===== src/rtl/shift_pkg.sv =====
// Shared constants for the parametrised universal shift register:
// operation codes, shift directions and frame FSM state encoding.
package shift_pkg;

  localparam logic [2:0] MODE_HOLD   = 3'd0;
  localparam logic [2:0] MODE_LOAD   = 3'd1;
  localparam logic [2:0] MODE_SHIFT  = 3'd2;
  localparam logic [2:0] MODE_ROTATE = 3'd3;
  localparam logic [2:0] MODE_ARITH  = 3'd4;
  localparam logic [2:0] MODE_FRAME  = 3'd5;

  localparam logic DIR_LEFT  = 1'b0;
  localparam logic DIR_RIGHT = 1'b1;

  localparam logic [0:0] ST_IDLE  = 1'b0;
  localparam logic [0:0] ST_FRAME = 1'b1;

endpackage


===== src/rtl/param_shift_register_if.sv =====
// Control/data bundle between a tester (master) and the shift register (slave).
interface param_shift_register_if #(
  parameter int WIDTH = 8
);

  // Frame handshake: the master issues a frame with modo=FRAME while busy is
  // low; busy stays high for the whole transfer, and done pulses for exactly
  // one cycle when it completes. A new frame may be accepted in that same
  // done cycle.
  logic             enb;
  logic             dir;
  logic             s_in;
  logic [2:0]       modo;
  logic [WIDTH-1:0] d;
  logic [WIDTH-1:0] q;
  logic             s_out;
  logic             busy;
  logic             done;
  logic [0:0]       state;

  modport master (
    output enb, dir, s_in, modo, d,
    input  q, s_out, busy, done, state
  );

  modport slave (
    input  enb, dir, s_in, modo, d,
    output q, s_out, busy, done, state
  );

endinterface


===== src/rtl/shift_frame_ctrl.sv =====
// Frame sequencer: owns the IDLE/FRAME FSM, the frame bit counter, the latched
// frame direction and the busy/done flags; strobes the datapath once per frame bit.
module shift_frame_ctrl
  import shift_pkg::*;
#(
  parameter int WIDTH = 8
) (
  input  logic       clk,
  input  logic       reset_n,
  input  logic       enb,
  input  logic       dir,
  input  logic [2:0] modo,
  output logic       frame_shift,
  output logic       frame_dir,
  output logic       busy,
  output logic       done,
  output logic [0:0] state
);

  localparam int CW = $clog2(WIDTH);
  localparam logic [CW-1:0] LAST = CW'(WIDTH - 1);

  logic [CW-1:0] cnt;

  assign frame_shift = (state == ST_FRAME) && enb;

  always_ff @(posedge clk or negedge reset_n) begin
    if (!reset_n) begin
      state     <= ST_IDLE;
      cnt       <= '0;
      frame_dir <= DIR_LEFT;
      busy      <= 1'b0;
      done      <= 1'b0;
    end else begin
      // done is a single-cycle pulse independent of the clock enable
      done <= 1'b0;
      case (state)
        ST_IDLE: begin
          if (enb && modo == MODE_FRAME) begin
            state     <= ST_FRAME;
            cnt       <= '0;
            frame_dir <= dir;
            busy      <= 1'b1;
          end
        end
        ST_FRAME: begin
          if (enb) begin
            if (cnt == LAST) begin
              state <= ST_IDLE;
              cnt   <= '0;
              busy  <= 1'b0;
              done  <= 1'b1;
            end else begin
              cnt <= cnt + 1'b1;
            end
          end
        end
        default: state <= ST_IDLE;
      endcase
    end
  end

endmodule


===== src/rtl/param_shift_register.sv =====
// Parametrised universal shift register: load, shift, rotate, arithmetic shift
// and a self-timed WIDTH-bit serial frame with busy/done signalling.
module param_shift_register
  import shift_pkg::*;
#(
  parameter int WIDTH = 8
) (
  input  logic                   clk,
  input  logic                   reset_n,
  param_shift_register_if.slave  bus
);

  logic [WIDTH-1:0] q_r;
  logic             s_out_r;
  logic             frame_shift;
  logic             frame_dir;
  logic             busy;
  logic             done;
  logic [0:0]       state;

  shift_frame_ctrl #(.WIDTH(WIDTH)) u_ctrl (
    .clk         (clk),
    .reset_n     (reset_n),
    .enb         (bus.enb),
    .dir         (bus.dir),
    .modo        (bus.modo),
    .frame_shift (frame_shift),
    .frame_dir   (frame_dir),
    .busy        (busy),
    .done        (done),
    .state       (state)
  );

  always_ff @(posedge clk or negedge reset_n) begin
    if (!reset_n) begin
      q_r     <= '0;
      s_out_r <= 1'b0;
    end else if (frame_shift) begin
      // frame bits always use the direction captured when the frame started
      if (frame_dir == DIR_LEFT) begin
        q_r     <= {q_r[WIDTH-2:0], bus.s_in};
        s_out_r <= q_r[WIDTH-1];
      end else begin
        q_r     <= {bus.s_in, q_r[WIDTH-1:1]};
        s_out_r <= q_r[0];
      end
    end else if (state == ST_IDLE && bus.enb) begin
      case (bus.modo)
        MODE_LOAD, MODE_FRAME: q_r <= bus.d;
        MODE_SHIFT: begin
          if (bus.dir == DIR_LEFT) begin
            q_r     <= {q_r[WIDTH-2:0], bus.s_in};
            s_out_r <= q_r[WIDTH-1];
          end else begin
            q_r     <= {bus.s_in, q_r[WIDTH-1:1]};
            s_out_r <= q_r[0];
          end
        end
        MODE_ROTATE: begin
          if (bus.dir == DIR_LEFT) begin
            q_r     <= {q_r[WIDTH-2:0], q_r[WIDTH-1]};
            s_out_r <= q_r[WIDTH-1];
          end else begin
            q_r     <= {q_r[0], q_r[WIDTH-1:1]};
            s_out_r <= q_r[0];
          end
        end
        MODE_ARITH: begin
          if (bus.dir == DIR_LEFT) begin
            q_r     <= {q_r[WIDTH-2:0], 1'b0};
            s_out_r <= q_r[WIDTH-1];
          end else begin
            q_r     <= {q_r[WIDTH-1], q_r[WIDTH-1:1]};
            s_out_r <= q_r[0];
          end
        end
        default: ;
      endcase
    end
  end

  assign bus.q     = q_r;
  assign bus.s_out = s_out_r;
  assign bus.busy  = busy;
  assign bus.done  = done;
  assign bus.state = state;

endmodule


===== src/flat_wrapper.sv =====
// flat-port wrapper written by rule: the top's interface ports become plain ports
module param_shift_register_flat import shift_pkg::*;
#(
  parameter int WIDTH = 8
)
  (clk, reset_n, bus_enb, bus_dir, bus_s_in, bus_modo, bus_d, bus_q, bus_s_out, bus_busy, bus_done, bus_state);
  param_shift_register_if #(.WIDTH(WIDTH)) bus_i ();
  input  logic clk;
  input  logic reset_n;
  input wire logic [$bits(bus_i.enb)-1:0] bus_enb;
  input wire logic [$bits(bus_i.dir)-1:0] bus_dir;
  input wire logic [$bits(bus_i.s_in)-1:0] bus_s_in;
  input wire logic [$bits(bus_i.modo)-1:0] bus_modo;
  input wire logic [$bits(bus_i.d)-1:0] bus_d;
  output wire logic [$bits(bus_i.q)-1:0] bus_q;
  output wire logic [$bits(bus_i.s_out)-1:0] bus_s_out;
  output wire logic [$bits(bus_i.busy)-1:0] bus_busy;
  output wire logic [$bits(bus_i.done)-1:0] bus_done;
  output wire logic [$bits(bus_i.state)-1:0] bus_state;
  assign bus_i.enb = bus_enb;
  assign bus_i.dir = bus_dir;
  assign bus_i.s_in = bus_s_in;
  assign bus_i.modo = bus_modo;
  assign bus_i.d = bus_d;
  assign bus_q = bus_i.q;
  assign bus_s_out = bus_i.s_out;
  assign bus_busy = bus_i.busy;
  assign bus_done = bus_i.done;
  assign bus_state = bus_i.state;
  param_shift_register #(.WIDTH(WIDTH)) u_core (.clk(clk), .reset_n(reset_n), .bus(bus_i));
endmodule

===== config.mk =====
export PLATFORM = sky130hd
export DESIGN_NAME = param_shift_register_flat
export DESIGN_NICKNAME = d
export VERILOG_FILES = /design/src/rtl/shift_pkg.sv /design/src/rtl/param_shift_register_if.sv /design/src/rtl/shift_frame_ctrl.sv /design/src/rtl/param_shift_register.sv /design/src/flat_wrapper.sv
export SDC_FILE = /design/constraint.sdc
export NUM_CORES = 1
export LEC_CHECK = 0
export CAP_MARGIN = 5
export CORE_MARGIN = 3
export CORE_UTILIZATION = 46
export DETAILED_ROUTE_END_ITERATION = 8
export PLACE_DENSITY = 0.75
export SLEW_MARGIN = 20
export SYNTH_ARGS = -nofsm -noshare
export SYNTH_HDL_FRONTEND = slang
export SYNTH_SLANG_ARGS = --single-unit
export TNS_END_PERCENT = 10

===== constraint.sdc =====
create_clock -name clk -period 2.71 [get_ports clk]
set_input_delay 0.271 -clock clk [delete_from_list [all_inputs] [get_ports clk]]
set_output_delay 0.271 -clock clk [all_outputs]
set_load 0.05 [all_outputs]

; Word-level counts from Yosys, hierarchy flattened
; Index checks and enable logic that the tools add are counted.
[totals]
regBits = 16
input_bits = 16
elab_cells = 61
[op_classes]
add_sub_neg = 1
eq_ne = 10
n_mux = 27
bitwise = 1
reduce_logical = 14
[ops]
columns = operator, count
row1 = 8-bit two-way mux, 6
row2 = 8-bit case mux with 4 select lines, 1
row3 = 1-bit two-way mux, 14
row4 = 3-bit equality test (second input constant), 3
row5 = 3-bit two-way mux, 3
row6 = 2-bit AND reduction, 4
row7 = 3-bit by 2-bit equality test with 1-bit output (second input constant), 2
row8 = 3-bit case mux with 2 select lines, 1
row9 = 3-bit AND reduction, 2
row10 = 5-bit nonzero test, 1
row11 = 2-bit != test (second input constant), 2
row12 = 1-bit case mux with 2 select lines, 2
row13 = 2-bit nonzero test, 2
row14 = 3-bit by 1-bit adder with 3-bit output (second input constant), 1
row15 = 3-bit by 1-bit equality test with 1-bit output (second input constant), 1
row16 = 1-bit logical AND, 3
row17 = 3-bit by 2-bit != test with 1-bit output (second input constant), 1
row18 = 3-bit OR reduction, 1
row19 = 2-bit by 1-bit != test with 1-bit output (second input constant), 1
row20 = 2-bit OR reduction, 1
row21 = 1-bit NOT, 1

; Logic depth before layout (Yosys ltp)
[logic_depth]
depth_word = 5
ltp_mapped = 5
depth_no_buf = 5

; Cells and area by module
; A second synthesis with hierarchy kept.
[hier_totals]
hier_cells = 120
hier_area_um2 = 1112.3
[by_module_without_submodules]
columns = mod, instances, cells_each, area_each_um2
row1 = param_shift_register, 1, 90, 779.5
row2 = shift_frame_ctrl, 1, 30, 332.8

; Least setup slack after synthesis
; No wires, ideal clock.
[synth_timing]
path_kind = reg2reg
start = reg u_core.u_ctrl.state
end = reg u_core.q_r[0], in the netlist u_core.bus.q[0]
arrival_time_ps = 1696
required_ps = 2618
setup_slack_ps = 922
stages_incl_launch_ff = 6
path_buffers = 1
synth_period_minus_slack_ps = 1788
cell_sequence = dfrtp_1 > buf_4 > or4_4 > nand3_1 > a21oi_1 > o31ai_2
[synth_between]
elab_chain_cells = 4
[synth_rtl]
columns = element, line
row1 = start: declaration, shift_frame_ctrl.sv:17  ; output logic [0:0] state
row2 = start signal: assignment, shift_frame_ctrl.sv:29  ; state <= ST_IDLE;
row3 = start signal: assignment, shift_frame_ctrl.sv:40  ; state <= ST_FRAME;
row4 = start signal: assignment, shift_frame_ctrl.sv:49  ; state <= ST_IDLE;
row5 = 1-bit NOT (no line), -
row6 = 1-bit logical AND, param_shift_register.sv:47  ; end else if (state == ST_IDLE && bus.enb) begin
row7 = 2-bit nonzero test (no line), -
row8 = 2-bit AND reduction (no line), -
row9 = end signal: assignment, param_shift_register.sv:49  ; MODE_LOAD, MODE_FRAME: q_r <= bus.d;
row10 = end signal: assignment, param_shift_register.sv:52  ; q_r <= {q_r[WIDTH-2:0], bus.s_in};
row11 = end signal: assignment, param_shift_register.sv:55  ; q_r <= {bus.s_in, q_r[WIDTH-1:1]};
row12 = end: declaration, param_shift_register.sv:13  ; logic [WIDTH-1:0] q_r;
; Parallel ways exist; a longest one is shown, timed or not.
; A chain may end at the register's enable or synchronous reset.

; Final worst setup path
[layout_timing]
start = reg u_core.u_ctrl.state
end = out bus_state
[layout_lines]
columns = element, line
row1 = end: declaration, flat_wrapper.sv:19  ; output wire logic [$bits(bus_i.state)-1:0] bus_state;
; No word-level cell between the ends.

==> results.py <==
metrics = {
    "sta": {
        "fmax_mhz": 490,
        "fin_skew_ns": 0.00142,
        "slew_headroom": 0.476,
        "fin_tns_setup_ns": 0,
        "finalSetupViolCount": 0,
        "finalHoldViolCount": 0,
        "fin_hold_ws_ns": 0.423,
        "worstMarginPinSlew_ns": 0.784,
        "period_needed_ns": 2.04,
        "min_period_over_period": 0.754,
        "slew_viol_final": 0,
        "rsz0062_at_grt": "false",
    },
    "cells_and_area": {
        "antennaDiodeCount": 0,
        "drive_above_1_share": 0.138,
        "area_growth_pct": 26.6,
        "n_fill_cell": 194,
        "fin_nets": 164,
        "seqCellArea_sq_um": 400,
        "multi_input_area_sq_um": 684,
    },
    "clocking": {
        "clkTransAtPathRegs_ns": 0.10,
        "cts_root_buffer": "clkbuf_4",
        "cts_inserted_buffers": 3,
        "cts_tree": "yes",
        "clockBufferDepth": 2,
        "cts-htree-levels": 1,
        "cts.sinks": 16,
        "clkLatencyLatePin_ns": 0.29,
        "post-cts-setup-buffer-count": 0,
        "holdBufCountCts": 0,
        "ctsResizeCount": 0,
    },
    "floorplanning": {
        "dieHeight_um": 55.9,
        "initial_core_util": 0.503,
        "io_pins": 28,
        "die_area_sq_um": 3120,
        "core-area_sq_um": 2280,
        "rows": 17,
        "die_w_um": 55.9,
    },
    "run_status": {
        "run_status": "finished clean",
    },
    "pwr": {
        "p_leak_nw": 0.605,
        "power_density_nw_per_um2": 1000,
        "vdd_drop_max_v": 0.000668,
    },
    "flow_run": {
        "drv_cap": 0,
    },
    "synth": {
        "seq_area_frac_synth": 0.350,
        "syn_area_per_cell_sq_um": 9.70,
        "ys_top_cells_by_area": "dfrtp_1 35%, mux2i_1 15%, mux2_2 7.9%",
        "synth-warning-count": 0,
        "synth_fa_ha_area_frac": 0.0219,
        "synth_top_area_share": 0.350,
        "synthFlopType": "dfrtp_1",
        "ys_ff_latch": 16,
        "syn-cell-area_sq_um": 1140,
        "synth_common_cells": "17 x mux2i_1, 16 x dfrtp_1, 9 x nor2_1, 9 x o21ai_0",
        "synth_cell_type_count": 34,
        "syn_inst": 118,
        "synthMuxAreaShare": 0.240,
        "synth_xor_area_frac": 0,
        "synth_fp_nets": 136,
        "synth_top_family_by_area": "multiplexers",
        "yosysTopAreaCell": "dfrtp_1",
        "synth-compound-area-share": 0.151,
        "synthSimpleGateAreaFrac": 0.185,
        "async_flop_share": 1.00,
        "synth_edf_count": 0,
        "yosysMostFrequentCell": "mux2i_1",
    },
    "critical_path": {
        "arrival_ns": 1.77,
        "worst-path-buf-inv": 1,
        "crit_type": "reg2out",
        "worstPathRequired_ns": 2.44,
        "cp_max_fo": 12,
        "end_kind": "output port",
        "worstPathCellList": "clkdlybuf4s50_1",
        "slowest_delay_ns": 0.88,
        "worstSetupStartpointType": "flop",
        "cp_top_family": "buffers and inverters",
        "worst_path_max_delay_cell": "clkdlybuf4s50_1",
    },
    "routing": {
        "drc": 0,
        "ant_nets": 0,
        "vias": 992,
        "first_pass_iters": 4,
        "drt_iter0_drc": 18,
        "wl_per_cell_um": 15.4,
        "routed_via_density": 5.73,
        "wirelength_um": 2660,
    },
    "global_routing": {
        "antenna_found_initial": 0,
        "overflow": 0,
        "grt_usage": 0.191,
        "grt_pass1_wl_um": 4800,
        "grt_pass1_vias": 1057,
        "grt_start_max_net_pins": 17,
    },
    "placement": {
        "portBuffers": 27,
        "dpl.hpwl_um": 1930,
        "routabilityCongestion": 0.852,
    },
    "hold_path": {
        "hp-class": "in2async",
    },
}
==> registers in the layout, summed over array words and instances, names as in the netlist <==
name	count
u_core.u_ctrl.state	1
u_core.bus.s_out	1
u_core.u_ctrl.done	1
u_core.u_ctrl.cnt	3
u_core.u_ctrl.frame_dir	1
u_core.bus.q	8
u_core.u_ctrl.busy	1
==> cells in the final DEF, fill, tap and decap left out <==
master and n:
or4_4 1, a21oi_1 8, nand4b_1 1, nor2_1 9
o31ai_2 1, ha_1 2, inv_1 2, and2b_1 1
a22oi_1 1, clkbuf_4 3, nand4_1 1, and3_1 1
mux2_4 1, dfrtp_1 16, o21ai_4 1, a31oi_1 3
nand3b_1 2, o22ai_1 2, clkdlybuf4s50_1 27, and2_1 1
o21ai_1 1, nand2b_4 1, clkbuf_8 1, o21ai_0 9
buf_4 2, nand3_1 8, o31ai_1 2, nand2_1 7
or3b_4 1, nor2b_1 2, mux2_2 8, mux2i_1 17
nand2b_1 2
==> logic make-up (layout without fill, tap and decap cells) <==
group / after synthesis / in the layout
flip-flops: 16 / 16
buffers and inverters: 8 / 35
AND/OR/NAND/NOR: 38 / 38
adder cells (fa/ha/maj): 2 / 2
multiplexers: 26 / 26
AO/OA/AOI/OAI: 28 / 28
==> path summary, 6_finish.rpt <==
| check | from | depth (start not counted) | slack [ns] | endpoint |
|---|---|---|---|---|
| hold reg to reg | u_core.u_ctrl.cnt[2]$_DFFE_PN0P_ | 2 | 0.52 | u_core.u_ctrl.cnt[2]$_DFFE_PN0P_ |
| setup / recovery | u_core.u_ctrl.state$_DFF_PN0_ | 1 | 0.67 | bus_state |
| max in group asynchronous | reset_n | 1 | 1.80 | u_core.u_ctrl.frame_dir$_DFFE_PN0P_ |
| min in group clk | u_core.u_ctrl.cnt[2]$_DFFE_PN0P_ | 2 | 0.52 | u_core.u_ctrl.cnt[2]$_DFFE_PN0P_ |
| hold / removal | reset_n | 1 | 0.42 | u_core.u_ctrl.done$_DFF_PN0_ |
| setup reg to reg | u_core.u_ctrl.state$_DFF_PN0_ | 4 | 1.02 | u_core.bus.q[0]$_DFFE_PN0P_ |
==> layout make-up <==
class / instances / area share
clock buffers: 4 / 0.0250
inverters: 2 / 0.00518
multi-input cells: 94 / 0.472
flip-flops and latches: 16 / 0.276
well taps: 28 / 0.0242
repair buffers: 29 / 0.197
==> stage by stage <==
stage	setup WS (ns)	utilization	total power, mW	cells	cell area (sq um)
after detailed placement	0.660	0.621	1.29	169	1410
after global routing	0.598	0.637	1.55	173	1450
after CTS	0.654	0.637	1.46	173	1450
final	0.668	0.637	1.45	173	1450
after global placement	0.705	0.621	1.27	169	1410
after floorplan	0.922	-	1.05	118	1140
==> layer usage <==
| layer | up-vias | track usage | share of wire |
|---|---|---|---|
| li1 | 489 | - | - |
| met1 | 475 | 0.261 | 0.47 |
| met2 | 26 | 0.296 | 0.49 |
| met3 | 2 | 0.0325 | 0.039 |
| met4 | 0 | 0.0814 | 0.0068 |
| met5 | - | 0 | 0 |
==> report_power, final <==
group	switching, mW	internal (mW)
combinational	0.444	0.345
clock	0.0837	0.0819
sequential	0.163	0.335
No activity file was read; power rests on OpenSTA's default activity.
